$ cat src/rtl/cmp_sched_pkg.sv
// Shared types, defaults and the round-robin pick helper
// for the shared signed a<=b comparator scheduler.
package cmp_sched_pkg;

   typedef int unsigned uint_t;

   typedef enum logic [1:0] {
      IDLE = 2'd0,
      EVAL = 2'd1,
      RESP = 2'd2
   } state_t;

   localparam int NUM_REQ_DEF = 4;
   localparam int WIDTH_DEF   = 32;
   localparam int CNT_W_DEF   = 16;
   localparam int MAX_REQ     = 16;

   // First set bit of vld at or after ptr, wrapping modulo n.
   // Walks from the farthest slot back so the nearest wins.
   function automatic uint_t rr_pick(
      input logic [MAX_REQ-1:0] vld,
      input uint_t              ptr,
      input uint_t              n
   );
      uint_t idx;
      rr_pick = ptr;
      for (int k = MAX_REQ - 1; k >= 0; k--) begin
         if (uint_t'(k) < n) begin
            idx = (ptr + uint_t'(k)) % n;
            if (vld[idx[3:0]]) begin
               rr_pick = idx;
            end
         end
      end
   endfunction

endpackage

$ cat src/rtl/signed_lteq_comb.sv
// Pure combinational two's-complement a <= b; kept standalone
// so its netlist can be swapped by the logic optimisation flow.
module signed_lteq_comb
   import cmp_sched_pkg::*;
#(
   parameter int WIDTH = WIDTH_DEF
) (
   input  logic [WIDTH-1:0] a,
   input  logic [WIDTH-1:0] b,
   output logic             lteq
);

   logic sign_diff;
   logic mag_le;

   assign sign_diff = a[WIDTH-1] ^ b[WIDTH-1];

   // With equal signs the remaining bits order like unsigned.
   assign mag_le = (a[WIDTH-2:0] <= b[WIDTH-2:0]);

   // Differing signs: a <= b exactly when a is the negative one.
   assign lteq = sign_diff ? a[WIDTH-1] : mag_le;

endmodule

$ cat src/rtl/cmp_lteq_sched.sv
// Round-robin scheduler sharing one signed a<=b comparator
// among NUM_REQ requesters with a registered 1-bit response.
module cmp_lteq_sched
   import cmp_sched_pkg::*;
#(
   parameter int NUM_REQ = NUM_REQ_DEF,
   parameter int WIDTH   = WIDTH_DEF,
   parameter int CNT_W   = CNT_W_DEF
) (
   input  logic                     clk,
   input  logic                     rst_n,
   input  logic [NUM_REQ-1:0]       req_valid,
   output logic [NUM_REQ-1:0]       req_ready,
   input  logic [NUM_REQ*WIDTH-1:0] req_a,
   input  logic [NUM_REQ*WIDTH-1:0] req_b,
   output logic [NUM_REQ-1:0]       rsp_valid,
   input  logic [NUM_REQ-1:0]       rsp_ready,
   output logic                     rsp_lteq,
   output logic                     busy,
   output logic [CNT_W-1:0]         cmp_count
);

   localparam int IDX_W = $clog2(NUM_REQ);

   state_t state_q, state_d;

   logic [IDX_W-1:0]   rr_ptr_q;
   logic [IDX_W-1:0]   gnt_idx;
   logic [IDX_W-1:0]   gnt_q;
   logic [IDX_W-1:0]   ptr_next;
   logic [WIDTH-1:0]   a_q, b_q;
   logic [WIDTH-1:0]   sel_a, sel_b;
   logic               res_q;
   logic               cmp_lteq;
   logic [CNT_W-1:0]   cnt_q;
   logic [MAX_REQ-1:0] vld_ext;
   logic               any_vld;
   logic               in_idle;
   logic               in_eval;
   logic               in_resp;
   logic               hs;
   logic               done;

   assign in_idle = (state_q == IDLE);
   assign in_eval = (state_q == EVAL);
   assign in_resp = (state_q == RESP);

   always_comb begin
      vld_ext = '0;
      vld_ext[NUM_REQ-1:0] = req_valid;
   end

   assign any_vld = |req_valid;

   assign gnt_idx = IDX_W'(rr_pick(vld_ext,
                                   uint_t'(rr_ptr_q),
                                   uint_t'(NUM_REQ)));

   assign sel_a = req_a[gnt_idx*WIDTH +: WIDTH];
   assign sel_b = req_b[gnt_idx*WIDTH +: WIDTH];

   assign ptr_next = (gnt_idx == IDX_W'(NUM_REQ - 1))
                   ? '0
                   : gnt_idx + 1'b1;

   // Ready is held low while reset is asserted, even in IDLE.
   assign hs = rst_n & in_idle & any_vld;

   assign done = in_resp & rsp_ready[gnt_q];

   always_comb begin
      req_ready = '0;
      rsp_valid = '0;
      if (hs) begin
         req_ready = NUM_REQ'(1) << gnt_idx;
      end
      if (in_resp) begin
         rsp_valid = NUM_REQ'(1) << gnt_q;
      end
   end

   assign rsp_lteq  = in_resp & res_q;
   assign busy      = ~in_idle;
   assign cmp_count = cnt_q;

   signed_lteq_comb #(
      .WIDTH (WIDTH)
   ) u_cmp (
      .a    (a_q),
      .b    (b_q),
      .lteq (cmp_lteq)
   );

   always_comb begin
      state_d = state_q;
      unique case (state_q)
         IDLE: begin
            if (hs) begin
               state_d = EVAL;
            end
         end
         EVAL: begin
            state_d = RESP;
         end
         RESP: begin
            if (done) begin
               state_d = IDLE;
            end
         end
         default: begin
            state_d = IDLE;
         end
      endcase
   end

   always_ff @(posedge clk) begin
      if (!rst_n) begin
         state_q <= IDLE;
      end else begin
         state_q <= state_d;
      end
   end

   always_ff @(posedge clk) begin
      if (!rst_n) begin
         rr_ptr_q <= '0;
         gnt_q    <= '0;
         a_q      <= '0;
         b_q      <= '0;
      end else if (hs) begin
         rr_ptr_q <= ptr_next;
         gnt_q    <= gnt_idx;
         a_q      <= sel_a;
         b_q      <= sel_b;
      end
   end

   always_ff @(posedge clk) begin
      if (!rst_n) begin
         res_q <= 1'b0;
      end else if (in_eval) begin
         res_q <= cmp_lteq;
      end
   end

   always_ff @(posedge clk) begin
      if (!rst_n) begin
         cnt_q <= '0;
      end else if (done && (cnt_q != '1)) begin
         cnt_q <= cnt_q + 1'b1;
      end
   end

endmodule
$ cat config.mk
export PLATFORM = sky130hd
export DESIGN_NAME = cmp_lteq_sched
export DESIGN_NICKNAME = d
export VERILOG_FILES = /design/src/rtl/cmp_sched_pkg.sv /design/src/rtl/signed_lteq_comb.sv /design/src/rtl/cmp_lteq_sched.sv
export SDC_FILE = /design/constraint.sdc
export NUM_CORES = 1
export LEC_CHECK = 0
export ABC_AREA = 0
export CAP_MARGIN = 20
export CORE_MARGIN = 1
export CORE_UTILIZATION = 41
export DETAILED_ROUTE_END_ITERATION = 10
export PLACE_DENSITY = 0.93
export SETUP_SLACK_MARGIN = 0.1
export SYNTH_ARGS = -nofsm -noshare
export SYNTH_HDL_FRONTEND = slang
export SYNTH_HIERARCHICAL = 1
export SYNTH_SLANG_ARGS = --single-unit
$ cat constraint.sdc
create_clock -name clk -period 2.45 [get_ports clk]
set_input_delay 0.49 -clock clk [delete_from_list [all_inputs] [get_ports clk]]
set_output_delay 0.49 -clock clk [all_outputs]
set_load 0.03 [all_outputs]
==> results of run 1 <==
final timing paths:
check / start / endpoint / slack [ns] / depth (start not counted)
max: req_valid[2] / req_ready[3] / 0.10 / 7
max reg2reg: cmp_count[0] / cmp_count[6] / 0.30 / 6
min reg2reg: b_q[24] / b_q[24] / 0.46 / 2
min: b_q[24] / b_q[24] / 0.46 / 2
state kept, by name, indices dropped and copies added (netlist names):
signal / flops
a_q: 32
b_q: 32
cmp_count: 16
gnt_q: 2
rr_ptr_q: 2
state_q: 2
res_q: 1
power groups by stage:
stage	Sequential, W	Clock [W]	Combinational, W
CTS	0.00186	0.00132	0.00264
global route	0.00189	0.00138	0.00286
finish	0.00186	0.00129	0.00263
floorplan	0.00183	0	0.00162
global placement	0.00188	0	0.00253
detailed placement	0.00189	0	0.00261
final cells by class:
class                      count  share of cell area, %
clock buffer                  12                  2.788
clock inverter                 4                 0.2176
inverter                      35                  1.428
multi-input combinational    459                  39.34
sequential                    87                  18.93
tap                          176                  2.393
timing repair buffer         324                  34.91
routing by layer:
metal | global-route usage, % | vias up
met5 | 0 | -
met4 | 11.00 | 0
met3 | 5.077 | 44
met2 | 47.42 | 272
met1 | 26.45 | 2723
li1 | - | 2891
cells in the mapped netlist, types with 2 or more instances:
master	n
a22oi_1	2
ha_1	33
o211ai_1	2
buf_4	3
nand3_1	9
a21boi_0	3
nand2_1	83
a21oi_1	14
a31oi_1	2
mux2i_1	137
xor2_1	6
o21ai_0	5
nand2b_1	13
nor2_1	13
and2_1	10
nor2b_1	9
o221ai_1	64
or3_1	2
inv_1	35
o21a_1	4
dfxtp_1	87
nor3_1	7
clkbuf_1	17
nand4_1	8
nor4_1	2
a211oi_1	6
and3_1	6
buf_2	20
timing repair:
action,in CTS,in global routing
buffers inserted,0,1
setup endpoints to repair,8,4
hold buffers,0,0
pin swaps,3,2
gates resized for setup,14,4
logic make-up (layout without fill, tap and decap cells):
kind of cell	count (synthesis)	count (layout)	synth area share [%]
fa+ha+maj	33	33	7.332
xor+xnor	7	7	1.089
mux	138	138	24.75
compound gates	111	111	15.62
simple gates	170	170	14.64
flops	87	87	30.93
buf+inv	75	375	5.643
per-stage QoR:
step	power [W]	instance area (sq um)	instances
floorplan	0.003455	5644	621
global placement	0.004408	8899	1080
detailed placement	0.004499	8899	1080
CTS	0.005825	9183	1096
global route	0.006131	9201	1097
finish	0.005789	9201	1097
tightest hold or removal path, cell delays in order (launching register included):
cell and delay, ns:
dfxtp_1 0.32, nand2_1 0.05, o221ai_1 0.05
==> run_results.csv, run 1 <==
group,metric,value,unit
setup_path,crit_arrival,1.86,ns
route,dr_total_vias,5930,
timing,worst_slew_pin_slew,0.7905,ns
finish,final_common_cell,"clkdlybuf4s50_1",
route,routed-wl-met3,1.104,mm
setup_path,cp_top_family,"simple AND/OR/NAND/NOR gates",
synthesis,synth-seq-cells,87,
synthesis,ys_async_sr_fraction,0,%
finish,final_util,69.21,%
finish,diodes,0,
route,met1_length,7.059,mm
timing,worst_clock_skew,0.01005,ns
place,gp_congestion,0.8122,
cts,cts.sinks,87,
power_and_ir_drop,p_int,0.003825,W
grt,antenna_found_initial,0,
route,drt-pass1-iter-count,5,
route,wl,18.12,mm
route,ant_nets,0,
cts,cts_tree,"built",
power_and_ir_drop,powerDensity,629.1,nW/um^2
power_and_ir_drop,p_comb_share,45.5,%
synthesis,syn-num-nets,920,
synthesis,syn-cell-area,5632,sq um
synthesis,synth_cell_type_count,47,
place,numPortBuffers,291,
power_and_ir_drop,pwr-share-seq,32.2,%
synthesis,synth-edff-count,0,
route,drt-wirelength-per-cell,16.52,um
timing,finalSetupViolCount,0,
die,start_util,42.36,%
synthesis,synthCells,621,
power_and_ir_drop,clkPwrFrac,22.4,%
setup_path,path_class,"primary input to output pin",
die,dieArea,14210,sq um
cts,cts_root_buf,"clkbuf_16",
die,design.core.area,13300,sq um
grt,grt_pass1_wl,28.12,mm
synthesis,synthFlopType,"dfxtp_1",
setup_path,crit_chain,"dlygate4sd2_1, nor2_2, a21boi_1, nor3_2, ha_2, and3_2, buf_6",
place,place_hpwl,14.36,mm
route,drc,0,
grt,grt_max_degree,36,
timing,rsz0062_at_grt,"yes",
timing,setup_ws,0.1017,ns
cts,clkSlewWorstSetupHoldPaths,0.06,ns
finish,drive_gt1_share,7.926,%
timing,finalHoldViolations,0,
route,wl_met2,9.438,mm
setup_path,critPathMaxFanout,4,
synthesis,synth_area_leaders,"dfxtp_1, mux2i_1, o221ai_1, ha_1, nand2_1",
route,drt_iter0_drc,251,
finish,syn_to_final_growth,63.39,%
synthesis,synth-seq-area-share,30.93,%
synthesis,synth.avg_cell_area,9.069,sq um
finish,final-seq-area,1742,sq um
setup_path,crit_path_start_kind,"primary input",
cts,insertion_delay,0.34,ns
place,pre_cts_slack,-0.2439,ns
timing,relSlewSlack,47.19,%
setup_path,worstPathRequired,1.96,ns
timing,fin_setup_tns,0,ns
power_and_ir_drop,switching_power,0.001964,W
timing,finalMaxSlewViolations,0,
die,rows,42,
cts,numCtsBuffers,9,
grt,grt_pass1_vias,5977,
timing,timing.hold.ws,0.4641,ns
power_and_ir_drop,ir_worst_vdd,0.0003090,V
synthesis,yosysWarnings,6,
power_and_ir_drop,cellLeakagePower,3.768,nW
job,maxCapViolations,0,
synthesis,synth_area_leader_cell,"dfxtp_1",
route,routed.top_layer,"met4",
cts,cts_buffer_depth,2,
setup_path,end_kind,"output pin",
finish,finalNetCount,1215,
cts,htreeDepth,3,
finish,multi_input_area,3620,sq um
die,pin_count,292,
die,die_w,119.2,um
route,vias_per_cell,5.406,
min_path,hp-class,"flip-flop to flip-flop",
timing,fin_crit,2.348,ns
die,die_y,119.2,um
timing,fin_crit_sh,95.85,%
synthesis,synth_top_area_share,30.93,%
grt,grt_usage,25.05,%
timing,timing.fmax,425.8,MHz
outcome,outcome,"completed",
setup_path,timing.critical_path.buf_inv,2,
grt,overflow,0,
finish,fillers,993,
setup_path,cpPeakStageDelay,0.30,ns
power_and_ir_drop,swShare,33.93,%
setup_path,crit_path_top_delay_cell,"nor3_2",
finish,layout_common_cells,"clkdlybuf4s50_1, mux2i_1, dfxtp_1",
Power figures use the tool's default switching activity.
==> run 2, diff against run 1 <==
--- a/config.mk
+++ b/config.mk
@@ -7,7 +7,6 @@
 export LEC_CHECK = 0
 export ABC_AREA = 0
 export CAP_MARGIN = 20
-export CORE_MARGIN = 1
 export CORE_UTILIZATION = 41
 export DETAILED_ROUTE_END_ITERATION = 10
 export PLACE_DENSITY = 0.93
@@ -16,3 +15,4 @@
 export SYNTH_HDL_FRONTEND = slang
 export SYNTH_HIERARCHICAL = 1
 export SYNTH_SLANG_ARGS = --single-unit
+export TNS_END_PERCENT = 30
==> run 2 against run 1 <==
Net effect: sequential power hardly changed; worst hold slack hardly changed; global-route usage is 0.64 points higher; highest routed layer unchanged; register-to-register slack worse by 0.07 ns; via count is 0.13% lower; final cell count is 0.18% lower; largest power group unchanged; die area stayed put.
==> run_results.csv, run 2 (synthesis gave the netlist of run 1 again) <==
group,metric,value,unit
setup_path,crit_path_top_delay_cell,"clkdlybuf4s50_1",
power_and_ir_drop,ir_worst_vdd,0.0003387,V
finish,drive_gt1_share,8.596,%
min_path,hp-class,"flip-flop to flip-flop",
die,start_util,42.36,%
timing,fin_crit_sh,94.90,%
setup_path,reg2reg_to,"cmp_count[7]",
grt,antenna_found_initial,0,
timing,relSlewSlack,51.98,%
power_and_ir_drop,cellLeakagePower,3.762,nW
finish,syn_to_final_growth,64.25,%
place,place_hpwl,14.20,mm
route,drt-wirelength-per-cell,16.71,um
grt,overflow,0,
cts,numCtsBuffers,9,
die,design.core.area,13300,sq um
setup_path,end_kind,"output pin",
cts,clkSlewWorstSetupHoldPaths,0.07,ns
setup_path,worstPathRequired,1.96,ns
route,wl,18.30,mm
timing,worst_slew_pin_slew,0.7148,ns
setup_path,cpPeakStageDelay,0.69,ns
setup_path,crit_chain,"nor2b_2, nand2_1, nor2_1, clkdlybuf4s50_1",
power_and_ir_drop,total_power,0.005884,W
finish,finalNetCount,1213,
setup_path,reg2regPathDepth,6,
setup_path,critPathLaunch,"state_q[1]",
setup_path,r2r_setup_slack,0.23,ns
cts,insertion_delay,0.34,ns
route,drt_iter0_drc,335,
finish,layout_common_cells,"clkdlybuf4s50_1, mux2i_1, dfxtp_1",
cts,htreeDepth,3,
setup_path,crit_arrival,1.84,ns
job,maxCapViolations,0,
outcome,outcome,"completed",
cts,cts.sinks,87,
route,dr_total_vias,5922,
die,die_w,119.2,um
finish,fillers,1009,
finish,final_common_cell,"clkdlybuf4s50_1",
route,vias_per_cell,5.408,
grt,grt_pass1_wl,28.94,mm
power_and_ir_drop,powerDensity,636.1,nW/um^2
setup_path,critPathMaxFanout,5,
timing,rsz0062_at_grt,"yes",
cts,postCtsHoldBufs,0,
setup_path,r2r_start,"cmp_count[1]",
timing,finalSetupViolCount,0,
route,drc,0,
die,dieArea,14210,sq um
setup_path,crit_path_start_kind,"flip-flop",
place,gp_congestion,0.8395,
route,drt-pass1-iter-count,4,
setup_path,path_class,"flip-flop to output pin",
timing,fin_crit,2.325,ns
route,ant_nets,0,
finish,diodes,0,
setup_path,endpoint,"rsp_valid[1]",
timing,finalHoldViolations,0,
die,die_y,119.2,um
cts,cts_buffer_depth,2,
timing,timing.fmax,430.1,MHz
timing,finalMaxSlewViolations,0,
cts,cts_tree,"built",
die,rows,42,
die,pin_count,292,
min_path,hold_depth,2,
grt,grt_max_degree,66,
cts,cts_root_buf,"clkbuf_16",
timing,worst_clock_skew,0.006565,ns
place,numPortBuffers,291,
grt,grt_usage,25.70,%
timing,fin_setup_tns,0,ns
grt,grt_pass1_vias,5981,
## run 2: worst min path at each step
stage               slack (ns)  endpoint     from
floorplan                 0.43    a_q[0]   a_q[0]
CTS                       0.46   b_q[24]  b_q[24]
global route              0.48   b_q[25]  b_q[25]
global placement          0.44   b_q[23]  b_q[23]
detailed placement        0.45   b_q[24]  b_q[24]
finish                    0.46   b_q[24]  b_q[24]
## run 2: cell type report
class                      instances  area [sq um]  share of cell area (%)
multi-input combinational        459          3677                   39.75
clock inverter                     6         68.82                  0.7439
clock buffer                      10         239.0                   2.584
inverter                          35         131.4                   1.420
tap                              176         220.2                   2.381
sequential                        87          1743                   18.84
timing repair buffer             322          3171                   34.28
## run 2: report_power, final
group	switching [W]	internal (W)
Combinational	0.00123	0.00138
Sequential	0.000184	0.00169
Clock	0.000582	0.000823
## run 2: stage by stage
step / cell area (sq um) / hold WS [ns] / utilization, % / std cells / setup WS (ns)
6_report: 9250 / 0.4636 / 69.57 / 1095 / 0.1249
5_1_grt: 9250 / 0.4843 / 69.57 / 1095 / 0.03938
4_1_cts: 9204 / 0.4635 / 69.23 / 1094 / 0.09558
3_5_place_dp: 8848 / 0.4493 / 66.55 / 1077 / -0.3276
3_3_place_gp: 8848 / 0.4436 / 66.55 / 1077 / -0.2221
2_1_floorplan: 5639 / 0.4326 / - / 621 / -0.01125
## run 2: routing by layer
metal  GRT usage [%]  up-vias  wire length (um)
met5               0        -                 0
met4           8.940        0               342
met3           5.747       30              1197
met2           47.82      234              9555
met1           28.35     2765              7206
li1                -     2893                 -
## run 2: what timing repair did
action | CTS | global route
buffers inserted | 1 | 1
pin swaps | 4 | 4
gates resized for setup | 17 | 13
setup endpoints to repair | 14 | 8
## run 2: worst max-delay path: cells and delay by family, from the launching register on
kind / cells / cell delay [ns]
buffers and inverters: 1 / 0.69
AND/OR/NAND/NOR: 3 / 0.43
flip-flops: 1 / 0.36
==> RTL change, RTL diff (config.mk and constraints of run 1) <==
Encoding of `state_t`: now one-hot (3 bits for 3 states).
--- a/src/rtl/cmp_sched_pkg.sv
+++ b/src/rtl/cmp_sched_pkg.sv
@@ -6,6 +6,6 @@
 
-   typedef enum logic [1:0] {
-      IDLE = 2'd0,
-      EVAL = 2'd1,
-      RESP = 2'd2
+   typedef enum logic [2:0] {
+      IDLE = 3'b001,
+      EVAL = 3'b010,
+      RESP = 3'b100
    } state_t;
Behaviour: same outputs for any inputs over 4 cycles, from zero or initial values and one cycle with rst_n low; so few cycles prove little.
==> RTL change against run 1 <==
  * Synthesized cell count up 0.48%
  * Worst setup slack worse by 0.015 ns
  * First-iteration DRC count grew 54%
  * Sequential cell count up 1
  * Via count rose by 0.78%
  * Cell area rose by 1.3%
  * Clock skew decreased by 0.0031 ns
  * Synthesized area grew 2.4%
  * Total power is 8.0% higher
  * Wire length increased by 2.5%
==> RTL change: results <==
set metrics [dict create \
    vdd_drop_max_mv 0.372 \
    fin_skew_ns 0.00697 \
    ys_types 57 \
    yosysSeqAreaShare_pct 30.5 \
    status "finished clean" \
    avgRoutedWirePerCell_um 16.7 \
    relSlewSlack_pct 63.2 \
    vias_per_cell 5.38 \
    grt_pass1_wl_um 28500 \
    place_inst 1093 \
    nets 1228 \
    drt-initial-drc-count 386 \
    dp_slack_ns -0.316 \
    post-dp-hpwl_um 15000 \
    avgSynthCellArea_um2 9.25 \
    synth.top_cells.by_count "131 x mux2i_1, 88 x dfxtp_1, 84 x nand2_1" \
    synthTopCellsByArea "dfxtp_1 31%, mux2i_1 23%, o221ai_1 9.7%" \
    drt_wl_total_um 18600 \
    grt_pass1_vias 6056 \
    globalRouteTotalUtil_pct 25.1 \
    gp_congestion 0.819 \
    p_leak_uw 0.00401 \
    grt_max_degree 46 \
    drive_gt1_share_pct 9.42 \
    synth_nets 923 \
]
[RTL change: changes by cell type after synthesis, moves of 9 or more]
cell	change
nand2b_1	-12
xnor2_1	+10
buf_2	-9
nor2_1	+13
buf_6	+14
[RTL change: layout make-up]
type / instances / area share, %
tap: 176 / 2.36
sequential: 88 / 18.9
multi-input combinational: 461 / 39.0
inverter: 37 / 1.49
clock buffer: 10 / 2.56
antenna: 1 / 0.0268
clock inverter: 6 / 0.456
timing repair buffer: 332 / 35.2
[RTL change: report_power, final]
group	switching, uW	total, uW	internal [uW]	leakage (uW)
Sequential	215	1980	1770	0.000725
Combinational	1380	2950	1570	0.00315
Clock	598	1320	719	0.000135
Total	2200	6250	4060	0.00401
[RTL change: per-layer routing]
metal  GRT usage, %  share of wire [%]  vias up
met4           10.3                2.6        0
li1               -                  -     2934
met2           46.6                 52      221
met3           5.47                5.8       33
met5              0                  0        -
met1           27.3                 40     2788
[RTL change: through the flow]
stage	instance area, um^2	setup TNS, ns
CTS	9310	0
floorplan	5770	0
finish	9320	0
global placement	9030	-7.95
detailed placement	9030	-11.82
global route	9320	0
[RTL change: repair_timing]
item / CTS / global route
setup endpoints to repair: 12 / 6
cloned: 0 / 0
pin swaps: 0 / 0
gates resized for setup: 20 / 9
buffers inserted: 0 / 1
hold buffers: 0 / 0
[RTL change: cell families (layout without fill, tap and decap cells)]
family | count (synthesis) | count (layout) | share of synthesized area (%)
compound gates | 111 | 111 | 15.7
xor+xnor | 11 | 11 | 1.67
fa+ha+maj | 33 | 33 | 7.16
buf+inv | 75 | 385 | 7.07
flops | 88 | 88 | 30.5
mux | 132 | 132 | 23.1
other cells | 0 | 1 | 0
simple gates | 174 | 174 | 14.8
[RTL change: worst max-delay path: stages]
cell and delay (ns):
dlygate4sd2_1 0.29, buf_4 0.16, a211oi_1 0.23, a211o_4 0.16, inv_1 0.05, ha_1 0.18, and2_2 0.17, buf_6 0.13
[RTL change: path summary, 6_finish.rpt]
check	startpoint	end	slack [ns]	cells after the start
max	req_valid[3]	req_ready[3]	0.09	8
min	b_q[13]	b_q[13]	0.46	2
max reg2reg	b_q[28]	res_q	0.42	9
min reg2reg	b_q[13]	b_q[13]	0.46	2
